**src/rtl/serial_adder.sv**
```systemverilog
// serial_adder: bit-serial WIDTH-bit adder, LSB first, with valid/ready operand and result handshakes.
module half_adder (
    input  logic a,
    input  logic b,
    output logic s,
    output logic c
);
    assign s = a ^ b;
    assign c = a & b;
endmodule

module serial_adder #(
    parameter int WIDTH = 8
) (
    input  logic             clk,
    input  logic             rst,
    input  logic             in_valid,
    output logic             in_ready,
    input  logic [WIDTH-1:0] A,
    input  logic [WIDTH-1:0] B,
    input  logic             CIN,
    output logic             busy,
    output logic             out_valid,
    input  logic             out_ready,
    output logic [WIDTH-1:0] S,
    output logic             C
);
    localparam int CW = $clog2(WIDTH);
    localparam logic [CW-1:0] LAST = CW'(WIDTH - 1);

    typedef enum logic [1:0] {IDLE, ADD, DONE} state_t;

    state_t           state_q, state_d;
    logic [WIDTH-1:0] a_q, a_d, b_q, b_d, acc_q, acc_d, s_q, s_d;
    logic             carry_q, carry_d, c_q, c_d;
    logic [CW-1:0]    cnt_q, cnt_d;
    logic             s0, c0, sum_bit, c1, carry_n;
    logic [WIDTH-1:0] acc_n;

    half_adder u_ha0 (.a(a_q[0]), .b(b_q[0]), .s(s0), .c(c0));
    half_adder u_ha1 (.a(s0), .b(carry_q), .s(sum_bit), .c(c1));

    assign carry_n   = c0 | c1;
    assign acc_n     = {sum_bit, acc_q[WIDTH-1:1]};
    assign in_ready  = (state_q == IDLE);
    assign busy      = (state_q == ADD);
    assign out_valid = (state_q == DONE);
    assign S         = s_q;
    assign C         = c_q;

    always_comb begin
        state_d = state_q;
        a_d     = a_q;
        b_d     = b_q;
        acc_d   = acc_q;
        carry_d = carry_q;
        cnt_d   = cnt_q;
        s_d     = s_q;
        c_d     = c_q;
        case (state_q)
            IDLE: if (in_valid) begin
                a_d     = A;
                b_d     = B;
                carry_d = CIN;
                cnt_d   = '0;
                state_d = ADD;
            end
            ADD: begin
                a_d     = a_q >> 1;
                b_d     = b_q >> 1;
                acc_d   = acc_n;
                carry_d = carry_n;
                cnt_d   = cnt_q + 1'b1;
                // final bit: publish the full sum and carry-out together
                if (cnt_q == LAST) begin
                    s_d     = acc_n;
                    c_d     = carry_n;
                    state_d = DONE;
                end
            end
            DONE: state_d = out_ready ? IDLE : DONE;
            default: state_d = IDLE;
        endcase
    end

    always_ff @(posedge clk or posedge rst) begin
        if (rst) begin
            state_q <= IDLE;
            a_q     <= '0;
            b_q     <= '0;
            acc_q   <= '0;
            carry_q <= 1'b0;
            cnt_q   <= '0;
            s_q     <= '0;
            c_q     <= 1'b0;
        end else begin
            state_q <= state_d;
            a_q     <= a_d;
            b_q     <= b_d;
            acc_q   <= acc_d;
            carry_q <= carry_d;
            cnt_q   <= cnt_d;
            s_q     <= s_d;
            c_q     <= c_d;
        end
    end
endmodule

```
**config.mk**
```make
export PLATFORM = sky130hd
export DESIGN_NAME = serial_adder
export DESIGN_NICKNAME = d
export VERILOG_FILES = /design/src/rtl/serial_adder.sv
export SDC_FILE = /design/constraint.sdc
export NUM_CORES = 1
export LEC_CHECK = 0
export CAP_MARGIN = 20
export CELL_PAD_IN_SITES_DETAIL_PLACEMENT = 0
export CELL_PAD_IN_SITES_GLOBAL_PLACEMENT = 1
export CORE_MARGIN = 2
export CORE_UTILIZATION = 41
export CTS_CLUSTER_DIAMETER = 100
export DETAILED_ROUTE_END_ITERATION = 16
export GPL_TIMING_DRIVEN = 0
export PLACE_DENSITY = 0.81
export SYNTH_ARGS = -nofsm -noshare
export SYNTH_HDL_FRONTEND = slang
export SYNTH_HIERARCHICAL = 1
export SYNTH_SLANG_ARGS = --single-unit
```
**constraint.sdc**
```tcl
create_clock -name clk -period 1.8 [get_ports clk]
set_input_delay 0.45 -clock clk [delete_from_list [all_inputs] [get_ports clk]]
set_output_delay 0.45 -clock clk [all_outputs]
set_load 0.01 [all_outputs]
```
# Word-level counts from Yosys, hierarchy flattened

Cells that the tools add are included.

Input bits: 21
Output and inout bits: 12
Word-level logic and storage cells: 36
Register bits after elaboration: 39

Bitwise operators: 5
$add $sub $neg: 1
Reductions and logical operators: 5
Equal/unequal tests: 5
Muxes and demuxes: 12

Operators by type and width:

| operator            | number |
|---|---|
| $pmux 8 s2          | 2 |
| $mux 8              | 2 |
| $mux 2              | 3 |
| $pmux 2 s3          | 1 |
| $pmux 3 s2          | 1 |
| $reduce_and 2->1    | 3 |
| $add 3x1->3 const B | 1 |
| $eq 3x3->1 const B  | 1 |
| $mux 3              | 1 |
| $and 1x1->1         | 2 |
| $eq 2x1->1 const B  | 1 |
| $eq 2x2->1 const B  | 1 |
| $logic_not 2->1     | 1 |
| $ne 2x1->1 const B  | 1 |
| $ne 2x2->1 const B  | 1 |
| $pmux 1 s2          | 1 |
| $reduce_bool 2->1   | 1 |
| $xor 1x1->1         | 2 |
| $mux 1              | 1 |
| $or 1x1->1          | 1 |

# Longest topological paths before layout

Word-level depth: 4
Mapped depth: 5
Depth with buffers taken out: 4

# Modules after synthesis

Netlist, hierarchy kept.

Modules (own cells, without submodules):

| module       | area an instance (um^2) | instances | cells each |
|---|---|---|---|
| serial_adder | 1,739.2                 | 1         | 142 |
| half_adder   | 12.5                    | 2         | 1 |

# Worst setup path before layout

OpenSTA, ideal clock, no wires.

Kind: reg2reg
Start point: register a_q[0]
End point: register carry_q
Path buffers: 0
Path slack: 0.281 ns
Arrival: 1.393 ns
Cell stages (with the launch flop): 5
Cell sequence: dfrtp_1 -> ha_1 -> ha_1 -> or2_2 -> a221o_1

Longest elaborated chain between the ends: 4
Elaborated cells on any way between the ends: 5

RTL lines:

| element                | line | text |
|---|---|---|
| start, declared        | 34   | `logic [WIDTH-1:0] a_q, a_d, b_q, b_d, acc_q, acc_d, s_q, s_d;` |
| start signal, assigned | 89   | `a_q <= '0;` |
| start signal, assigned | 98   | `a_q <= a_d;` |
| $xor 1x1->1            | 8    | `assign s = a ^ b;` |
| named net s0           | 37   | `logic s0, c0, sum_bit, c1, carry_n;` |
| $and 1x1->1            | 9    | `assign c = a & b;` |
| named net c1           | 37   |  |
| $or 1x1->1             | 43   | `assign carry_n = c0 \| c1;` |
| $pmux 1 s2             | 60   | `case (state_q)` |
| end signal, assigned   | 101  | `carry_q <= carry_d;` |
| end, declared          | 35   | `logic carry_q, carry_d, c_q, c_d;` |

The timed path passes the listed nets, and every way through them passes these cells.
A chain may end at the register's enable or synchronous reset.

# Worst setup path in the final report

Start point: register state_q[0]
End point: output out_valid

Longest elaborated chain between the ends: 1

RTL lines:

| element                | line | text |
|---|---|---|
| start, declared        | 33   | `state_t state_q, state_d;` |
| start signal, assigned | 97   | `state_q <= state_d;` |
| $eq 2x2->1             | 47   | `assign out_valid = (state_q == DONE);` |
| end, declared          | 23   | `output logic out_valid,` |

No other way between the ends.

==> qor.txt <==
top-area cell type share of the netlist area -> 53.90%
fin. max-slew vios -> 0
Hold Slack -> 504.1 ps
Critical Path Start Type -> register
Worst Clk Skew -> 4.578 ps
Initial DRC Count -> 55
register bit total from synthesis -> 38
ys flop type -> dfrtp_1
worst r2r src -> a_q[0]
final non-filler cell area -> 2320 um2
Routed Antenna Nets -> 0
Clk pwr share -> 18.5%
period utilization -> 96.81%
status -> complete, no violations
Remaining DRCs -> 0
Avg Cell Area, Syn -> 12.25 um2
H-Tree Level Count -> 2
met3 GRT Util -> 3.779%
fraction of layout cells with a size suffix above 1 -> 24.74%
Post-synth EDFFs -> 0
synthesized area -> 1764 um2
GRT busiest layer -> met2
M2 GR Usage -> 27.67%
asr flop ratio synth -> 100.0%
crit-path max FO -> 10
Post-Route WL -> 3.675 mm
FP Rows -> 23
DR vias/cell -> 5.354
post-synthesis sequential area ratio -> 53.90%
final-stage net count -> 215
Fmax -> 0.5739 GHz
synth cell count leaders -> dfrtp_1, inv_1, mux2_2, nor2_1
VDD IR max -> 0.0007988 V
Slew @ Worst Pin -> 804.8 ps
CTS tree -> built
vias in the first global route -> 1345
pin count of the biggest net entering global routing -> 39
setup_tns -> 0 ps
die footprint -> 4843 um2
Port Buf Inserts -> 32
number of CTS-inserted buffers -> 5
Slew Limit Headroom -> 46.27%
initial antenna violation count -> 0
Synth Warn # -> 6
post-synth top area cell -> dfrtp_1
combinational power share -> 44.0%
Flop pwr share -> 37.5%
global route overflow -> 0
antenna cells -> 0
DP Area -> 2147 um2
Die Y -> 69.60 um
worst skew pair latency -> 290 ps
Post-CTS Hold Fix Bufs -> 0
Total Power -> 0.003960 W
first-pass iteration count of the detailed router -> 4
CP required -> 1350 ps
CTS root buf -> clkbuf_8
WL per Instance -> 15.31 um
Hold WC Path Type -> reg -> reg
Die Wd -> 69.60 um
Area contributors post-synth -> dfrtp_1, mux2_2, a221oi_1, nor4b_1, inv_1
Vias -> 1285
NetSw -> 0.001268 W
most common cell in the netlist -> dfrtp_1
Reg2Reg Depth -> 4
maxcap violations -> 0
Lkg Pwr -> 1.039 nW
Final Setup Violations -> 0
first-pass GRT wire length -> 6.354 mm
Initial Util -> 43.48%
GR Util All Layers -> 16.72%
Layout area overhead -> 31.49%
crit path capture type -> primary output
data arrival time of the worst path -> 1290 ps
crit path kind -> reg -> out
met1 Use GR -> 20.81%
sw frac -> 32.02%
Hold Path Stages -> 1
I/O Pins -> 33
post-synth net total -> 169
core area -> 4058 um2
Worst Setup SP -> state_q[0]
CP Capture Point -> out_valid
FF-to-FF End -> carry_q
clk buf depth -> 2
fin util -> 57.17%
CTS sink cnt -> 38
Worst-path clk slew -> 70 ps
FF-to-FF setup slack -> 220 ps
internal power -> 0.002692 W
Period minus WS final -> 1743 ps
gp weighted congestion -> 0.8262
Netlist cell types -> 27
power density over cell area -> 1707 nW/um2
hpwl dp -> 2.514 mm
final hold violations -> 0
RSZ-0062 raised after global routing -> no
Cells after Synth -> 144
==> through the flow <==
step / cells / setup slack, ps
final: 240 / 57.43
after global routing: 240 / 6.078
after CTS: 236 / 11.38
after detailed placement: 226 / -226.1
after global placement: 226 / -314.3
after floorplan: 144 / 281.1
==> final cells by class <==
type / count / area (um2)
repair buffers: 39 / 366.6
multi-input cells: 77 / 676.9
plain buffers: 11 / 80.08
fillers: 335 / 1738
inverters: 18 / 70.07
clock buffers: 6 / 82.58
clock inverters: 1 / 30.03
flip-flops and latches: 38 / 950.9
well taps: 50 / 62.56
==> layout by cell type, fill, tap and decap left out, drive strengths merged, types with 4 or more instances in the layout <==
master,synthesis,final
dfrtp,38,38
clkdlybuf4s50,0,29
inv,18,18
mux2,17,17
buf,9,17
nor2,11,11
nor4b,10,10
a221oi,10,10
clkbuf,2,8
nor2b,4,4
a222oi,4,4
ha,4,4
nand2b,4,4
==> flip-flops by register name (all words and copies together) (netlist names) <==
register,cells
C,1
S,8
a_q,8
acc_q,7
b_q,8
carry_q,1
cnt_q,3
state_q,2
==> cell families after synthesis <==
group | synth area share, %
fa+ha+maj | 2.837
mux | 10.85
flops | 53.90
simple gates | 12.70
buf+inv | 8.156
compound gates | 11.56
==> critical path: stages, from the launching register on <==
cell and delay [ps]:
dfrtp_1 400, buf_6 160, nand2b_1 160, inv_1 60, clkdlybuf4s15_1 220
==> routing by layer <==
metal	wire, um	vias up
li1	-	608
met1	1572	630
met2	1847	40
met3	188	7
met4	66	0
met5	0	-
==> worst min path at each step <==
stage,endpoint,startpoint,slack (ps)
after floorplan,b_q[7],b_q[7],470
after global placement,b_q[7],b_q[7],480
after detailed placement,S[4],S[4],490
after CTS,S[4],S[4],510
after global routing,S[3],S[3],520
final,S[3],S[3],500
==> what timing repair did <==
action                     CTS  global route
gates cloned                 0             0
resized for setup            9             2
setup buffers                3             4
setup endpoints to repair    3             3
pin swaps                    0             1
hold endpoints to repair     0             0
==> power groups by stage <==
stage	Combinational, W	Sequential (W)	Clock, W
floorplan	0.00108	0.00150	0
global placement	0.00159	0.00149	0
detailed placement	0.00165	0.00151	0
CTS	0.00173	0.00148	0.000756
global route	0.00191	0.00154	0.000784
finish	0.00174	0.00148	0.000732
Power figures use the tool's default switching activity.
